## src/rtl/imem_boot_loader_pkg.sv

```systemverilog
// Shared types and constants for the instruction-memory boot loader and the
// datapath stages that consume instruction words.
package imem_boot_loader_pkg;

  localparam int INSTR_W = 32;
  localparam logic [INSTR_W-1:0] NOP_WORD = 32'h0000_0000;

  typedef enum logic [1:0] {
    IDLE = 2'd0,
    LOAD = 2'd1,
    FILL = 2'd2,
    RUN  = 2'd3
  } state_t;

endpackage

```

## src/rtl/imem_addr_counter.sv

```systemverilog
// Word-address counter shared by program load and zero-fill; one bit wider
// than the address so it saturates at DEPTH instead of wrapping.
module imem_addr_counter #(
  parameter int ADDR_W = 8,
  parameter int DEPTH  = 256
) (
  input  logic              clk,
  input  logic              rst_n,
  input  logic              clear,
  input  logic              inc,
  output logic [ADDR_W-1:0] addr,
  output logic              last,
  output logic              full
);

  localparam int CNT_W = ADDR_W + 1;

  logic [CNT_W-1:0] count;

  // Counter register: clear wins over increment, and it never passes DEPTH.
  always_ff @(posedge clk or negedge rst_n) begin
    if (!rst_n) begin
      count <= {CNT_W{1'b0}};
    end else if (clear) begin
      count <= {CNT_W{1'b0}};
    end else if (inc && !full) begin
      count <= count + CNT_W'(1);
    end else begin
      count <= count;
    end
  end

  assign addr = count[ADDR_W-1:0];
  assign last = (count == CNT_W'(DEPTH - 1));
  assign full = (count == CNT_W'(DEPTH));

endmodule

```

## src/rtl/imem_boot_loader.sv

```systemverilog
// Streams a program into instruction memory, zero-fills the remainder, then
// releases the datapath; holds the datapath off while any load is active.
import imem_boot_loader_pkg::*;

module imem_boot_loader #(
  parameter int                 ADDR_W   = 8,
  parameter int                 DEPTH    = 256,
  parameter logic [INSTR_W-1:0] NOP_WORD = imem_boot_loader_pkg::NOP_WORD
) (
  input  logic               clk,
  input  logic               rst_n,
  input  logic               start,
  input  logic               s_valid,
  input  logic [INSTR_W-1:0] s_data,
  input  logic               s_last,
  output logic               s_ready,
  output logic               im_we,
  output logic [ADDR_W-1:0]  im_addr,
  output logic [INSTR_W-1:0] im_wdata,
  output logic               cpu_run,
  output logic               done,
  output logic               overflow,
  output logic [ADDR_W:0]    word_count,
  output logic [INSTR_W-1:0] checksum
);

  localparam int CNT_W = ADDR_W + 1;

  state_t            state;
  logic              drain;
  logic              load_xfer;
  logic              fill_wr;
  logic              cnt_clear;
  logic              cnt_inc;
  logic              addr_last;
  logic              addr_full;
  logic [ADDR_W-1:0] addr;

  assign load_xfer = (state == LOAD) && s_valid;
  assign fill_wr   = (state == FILL);
  assign cnt_clear = start && ((state == IDLE) || (state == RUN));
  assign cnt_inc   = (load_xfer || fill_wr) && !addr_full;

  imem_addr_counter #(
    .ADDR_W (ADDR_W),
    .DEPTH  (DEPTH)
  ) u_addr_counter (
    .clk   (clk),
    .rst_n (rst_n),
    .clear (cnt_clear),
    .inc   (cnt_inc),
    .addr  (addr),
    .last  (addr_last),
    .full  (addr_full)
  );

  // The write port is driven straight from the stream so a word lands in the
  // same cycle it is accepted; drained overflow words never reach memory.
  assign s_ready  = (state == LOAD) || ((state == RUN) && drain);
  assign im_we    = cnt_inc;
  assign im_addr  = addr;
  assign im_wdata = load_xfer ? s_data : (fill_wr ? NOP_WORD : {INSTR_W{1'b0}});
  assign cpu_run  = (state == RUN) && !drain;
  assign done     = (state == RUN);

  // Load sequencer with its statistics registers.
  always_ff @(posedge clk or negedge rst_n) begin
    if (!rst_n) begin
      state      <= IDLE;
      drain      <= 1'b0;
      overflow   <= 1'b0;
      word_count <= {CNT_W{1'b0}};
      checksum   <= {INSTR_W{1'b0}};
    end else begin
      case (state)
        IDLE, RUN: begin
          if (start) begin
            state      <= LOAD;
            drain      <= 1'b0;
            overflow   <= 1'b0;
            word_count <= {CNT_W{1'b0}};
            checksum   <= {INSTR_W{1'b0}};
          end else if ((state == RUN) && drain && s_valid) begin
            overflow <= 1'b1;
            drain    <= !s_last;
          end else begin
            state <= state;
          end
        end
        LOAD: begin
          if (s_valid) begin
            word_count <= word_count + CNT_W'(1);
            checksum   <= checksum + s_data;
            // A full memory without s_last switches to dropping the excess.
            if (addr_last) begin
              state <= RUN;
              drain <= !s_last;
            end else if (s_last) begin
              state <= FILL;
            end else begin
              state <= LOAD;
            end
          end else begin
            state <= LOAD;
          end
        end
        FILL: begin
          if (addr_last) begin
            state <= RUN;
          end else begin
            state <= FILL;
          end
        end
        default: begin
          state <= IDLE;
          drain <= 1'b0;
        end
      endcase
    end
  end

endmodule
```

## config.mk

```make
export PLATFORM = sky130hd
export DESIGN_NAME = imem_boot_loader
export DESIGN_NICKNAME = d
export VERILOG_FILES = /design/src/rtl/imem_boot_loader_pkg.sv /design/src/rtl/imem_addr_counter.sv /design/src/rtl/imem_boot_loader.sv
export SDC_FILE = /design/constraint.sdc
export NUM_CORES = 1
export LEC_CHECK = 0
export CAP_MARGIN = 40
export CELL_PAD_IN_SITES_DETAIL_PLACEMENT = 0
export CELL_PAD_IN_SITES_GLOBAL_PLACEMENT = 2
export CORE_UTILIZATION = 30
export CTS_CLUSTER_DIAMETER = 120
export DETAILED_ROUTE_END_ITERATION = 6
export PLACE_DENSITY_LB_ADDON = 0.1
export RECOVER_POWER = 100
export SLEW_MARGIN = 15
export SYNTH_ARGS = -nofsm -noshare
export SYNTH_HDL_FRONTEND = slang
export SYNTH_SLANG_ARGS = --single-unit
```

## constraint.sdc

```tcl
create_clock -name clk -period 6.9 [get_ports clk]
set_clock_uncertainty 0.1 [all_clocks]
set_input_delay 1.035 -clock clk [delete_from_list [all_inputs] [get_ports clk]]
set_output_delay 1.035 -clock clk [all_outputs]
set_load 0.1 [all_outputs]
```

Word-level counts from Yosys, hierarchy flattened
Cells that the tools add are included.

storage, ports and cells
  logic and storage cells = 61
  input bits = 37
  bits in registers = 54
  output and inout port bits = 86

operators by class
  add/sub/neg operators = 3
  eq/ne operators = 9
  reduce and logical (&&, ||, !) cells = 21
  multiplexer cells = 22

operators with widths
  operator                                                                number
  32-bit 2-to-1 mux                                                       3
  32-bit one-hot mux with 2 select lines                                  1
  9-bit 2-to-1 mux                                                        4
  32-bit adder                                                            1
  9-bit by 1-bit adder with 9-bit output (second input constant)          2
  9-bit one-hot mux with 2 select lines                                   1
  9-bit by 8-bit equality test with 1-bit output (second input constant)  1
  9-bit equality test (second input constant)                             1
  2-bit 2-to-1 mux                                                        4
  1-bit logical AND                                                       7
  1-bit 2-to-1 mux                                                        7
  2-bit inequality test (second input constant)                           3
  2-bit one-hot mux with 3 select lines                                   1
  2-bit nonzero test                                                      3
  2-bit equality test (second input constant)                             2
  4-bit AND reduction                                                     1
  1-bit zero test                                                         3
  1-bit logical OR                                                        3
  3-bit inequality test (second input constant)                           1
  3-bit AND reduction                                                     1
  2-bit by 1-bit equality test with 1-bit output (second input constant)  1
  2-bit zero test                                                         1
  1-bit one-hot mux with 2 select lines                                   1
  2-bit AND reduction                                                     1
  2-bit OR reduction                                                      1

Logic depth before layout (Yosys ltp)
  word-level depth = 7
  mapped depth = 12
  gate-level depth less buffers = 12

Hierarchy
Synthesis repeated with hierarchy kept, for this count alone.

second synthesis, totals
  cell total of the unflattened synthesis = 546
  area total of the unflattened synthesis = 4,429.2 um2

modules (own cells, without submodules)
  module             instances  sequential area each (um2)  area an instance (um2)  cells an instance
  imem_boot_loader   1          1,126.1                     3,847.4                 482
  imem_addr_counter  1          225.2                       581.8                   64

Worst setup path after synthesis
Ideal clock, no wire load.

  path type = register to output
  start point = register state[1]
  end point = output port cpu_run
  buffers on the path = 0
  stages on the path, launching flop included = 3
  required time = 5,765 ps
  arrival = 2,670 ps
  setup slack = 3,095 ps
  cell sequence = dfrtp_1 -> ha_1 -> nor2b_1

on the way
  longest elaborated chain between the ends = 2

RTL lines
  what                      line                    text
  start: declaration        imem_boot_loader.sv:29  state_t state;
  start signal: assignment  imem_boot_loader.sv:87  state <= state;
  2-bit equality test       n/a
  net done                  imem_boot_loader.sv:21  output logic done,
  1-bit logical AND         imem_boot_loader.sv:63  assign cpu_run = (state == RUN) && !drain;
  end: declaration          imem_boot_loader.sv:20  output logic cpu_run,

The timed path passes the listed nets, and every way through them passes these cells.

Worst setup path in the final report
  start point = input port s_valid
  end point = output port im_wdata[13]

on the way
  longest elaborated chain between the ends = 2

RTL lines
  what                line                    text
  start: declaration  imem_boot_loader.sv:13  input logic s_valid,
  1-bit logical AND   imem_boot_loader.sv:39  assign load_xfer = (state == LOAD) && s_valid;
  32-bit 2-to-1 mux   imem_boot_loader.sv:62  assign im_wdata = load_xfer ? s_data : (fill_wr ? NOP_WORD : {INSTR_W{1'b0}});
  end: declaration    imem_boot_loader.sv:19  output logic [INSTR_W-1:0] im_wdata,

Every way passes these cells.

==> impl_metrics.csv <==
group,metric,value,unit
global_route,grt_pass1_wl,21.5,mm
critical_path,crit_required,5760,ps
critical_path,worstPathArrival,4330,ps
synth,ys_ff_latch,54,
routing,avgViaCountPerCell,4.90,
critical_path,endpoint,"im_wdata[13]",
placed_design,hpwl,9.63,mm
critical_path,cp_max_fo,37,
critical_path,crit_path_frequent_cell,"clkbuf_1",
routing,drtIter0Drc,157,
synth,synth_cell_types,58,
floorplan,rows,42,
finish,n_fill_cell,1376,
finish,layout.cells.non_filler,871,
synth,synthAdderAreaFrac,11.8,%
critical_path,worstPathCellList,"dlygate4sd3_1 -> clkbuf_1 -> and3_1 -> clkdlybuf4s50_1 -> clkbuf_1",
clocking,cts_tree,"built",
timing,drv_slew,126,
floorplan,fp.dieH,121,microns
timing,period_share,79.2,%
finish,nets,770,
routing,drc,0,
clocking,clkLatencyLatePin,310,ps
synth,synth_compound_area_share,22.4,%
clocking,cts-buffers-inserted,5,
floorplan,pin_count,123,
global_route,grt.total_usage,18.6,%
synth,yosysWarnings,0,
synth,syn_nets,576,
synth,synth.area.mux_share,0.980,%
routing,wl_per_cell,14.8,microns
routing,num_vias,4270,
synth,synthTopCellsByArea,"dfrtp_1 32%, ha_1 11%, and3_1 5.8%",
timing,rsz0062_at_grt,"no",
global_route,grt_pass1_vias,4346,
clocking,ctsHoldBuffers,0,
clocking,cts_buffer_depth,2,
synth,synth-edff-count,0,
floorplan,die_w,121,microns
finish,area_growth,46.9,%
synth,synth-main-ff-cell,"dfrtp_1",
synth,yosysTopAreaCellShare,32.1,%
floorplan,dieArea,14500,sq um
synth,seq_area_frac_synth,32.1,%
synth,synth_xor_area_share,7.28,%
synth,synth-async-reset-ratio,100,%
timing,max_slew_margin,-112,%
floorplan,initial_utilization,31.3,%
timing,tns,0,ps
run_status,violations,"capacitance limit, slew limit",
timing,max_slew.worst_pin.slew,3170,ps
clocking,htreeDepth,2,
clocking,cts_root_buf,"clkbuf_16",
global_route,grt_max_degree,55,
placed_design,portBuffers,122,
clocking,path_clk_slew,70,ps
routing,drt_wl_total,12.9,mm
critical_path,cp-start-kind,"input port",
synth,synth-simple-area-share,21.0,%
critical_path,crit_path_start,"s_valid",
clocking,cts.sinks,54,
run_status,status,"finished with violations",
finish,drive_above_1_share,4.03,%
timing,whs,383,ps
critical_path,cp_slowest_cell,"clkbuf_1",
placed_design,dp_cells,863,
timing,setup_viol,0,
synth,syn-cell-area,4210,sq um
synth,synth_top_family_by_area,"compound AO/OA/AOI/OAI gates",
timing,min_period,5460,ps
critical_path,r2r_slack,2530,ps
global_route,overflow,0,
clocking,post_cts_resized,0,
critical_path,rr_startpoint,"state[1]",
synth,syn_avg_cell_area,8.43,sq um
routing,drtPass1Iterations,4,
critical_path,r2r_cells,9,
critical_path,slowest_delay,1080,ps
worst_hold_path,hold_path.class,"register to register",
finish,postLayoutCoreUtil,46.0,%
synth,synth_top_area_cell,"dfrtp_1",
flow_run,maxCapViolations,3,
synth,syn-instance-count,500,
critical_path,critPathKind,"input port to output pin",
timing,max_freq,183,MHz
critical_path,cp-end-kind,"output pin",
floorplan,core_area,13500,sq um
placed_design,gp_congestion,0.791,
global_route,antenna_found_initial,0,
finish,n_antenna_cell,0,
timing,hold_viol_final,0,
critical_path,timing.rr.end,"checksum[29]",
clocking,post_cts.repair.setup_buffers,0,
routing,ant_nets,0,
[area by class of cell]
cell class | instances | area [sq um] | area share (%)
Clock buffer | 6 | 139 | 2.24
Clock inverter | 2 | 38.8 | 0.627
Inverter | 15 | 56.3 | 0.910
Multi-Input combinational cell | 404 | 2680 | 43.3
Sequential cell | 54 | 1350 | 21.8
Tap cell | 176 | 220 | 3.56
Timing Repair Buffer | 214 | 1710 | 27.6
[cell usage in the layout (no fill, tap or decap), drive strengths merged, types with 3 or more instances in the layout]
| cell | n |
|---|---|
| and2 | 4 |
| a22o | 4 |
| xnor2 | 10 |
| and3 | 39 |
| clkdlybuf4s50 | 114 |
| nor2b | 3 |
| a21oi | 36 |
| a21o | 17 |
| o22ai | 3 |
| mux2i | 3 |
| ha | 38 |
| dfrtp | 54 |
| nand2 | 63 |
| o211ai | 5 |
| o21bai | 6 |
| o21ai | 47 |
| nand4 | 5 |
| nand2b | 7 |
| inv | 16 |
| nand3 | 10 |
| clkbuf | 89 |
| or3 | 5 |
| dlygate4sd3 | 7 |
| nor2 | 33 |
| o31ai | 3 |
| buf | 10 |
| xor2 | 25 |
| nand3b | 3 |
| a211oi | 4 |
[layer usage]
metal  vias to the layer above  wire length (microns)  track usage (%)
met2                        97                   5960             31.1
met4                         0                     97             3.47
li1                       2180                      -                -
met1                      1985                   6240             25.0
met3                         8                    589             3.35
met5                         -                      0                0
[worst max-delay path, delay by kind of cell]
kind | cells | cell delay (ps)
simple gates | 1 | 310
buf+inv | 4 | 2980
[state kept, by name (all words and copies together) (netlist names)]
signal                count
checksum                 32
drain                     1
overflow                  1
state                     2
u_addr_counter.count      9
word_count                9
[logic make-up after synthesis]
| logic type | Yosys count |
|---|---|
| xor+xnor | 35 |
| fa+ha+maj | 39 |
| simple gates | 180 |
| compound gates | 146 |
| mux | 4 |
| buf+inv | 42 |
| flops | 54 |
[synthesized netlist by cell type (all sizes together), types with 3 or more instances]
master,n
nand2,63
dfrtp,54
o21ai,47
and3,39
ha,38
a21oi,36
nor2,33
xor2,25
clkbuf,18
a21o,17
inv,15
nand3,10
xnor2,10
buf,9
nand2b,7
o21bai,6
nand4,5
o211ai,5
or3,5
a211oi,4
a22o,4
and2,4
mux2i,3
nand3b,3
nor2b,3
o22ai,3
o31ai,3
[stage by stage]
stage               instance area [sq um]  setup WS [ps]
global route                         6190           1200
finish                               6190           1440
floorplan                            4210           3100
global placement                     5560           2070
detailed placement                   6910           2450
CTS                                  7090           2450
[worst min-delay path by stage]
stage | startpoint | end | cells past startpoint
global route | checksum[31] | checksum[31] | 1
floorplan | state[1] | state[1] | 1
global placement | checksum[31] | checksum[31] | 1
finish | checksum[31] | checksum[31] | 1
detailed placement | checksum[31] | checksum[31] | 1
CTS | checksum[31] | checksum[31] | 1
Power is not shown: default switching activity piles up to over one toggle a cycle in this logic, so the estimate is an artifact.
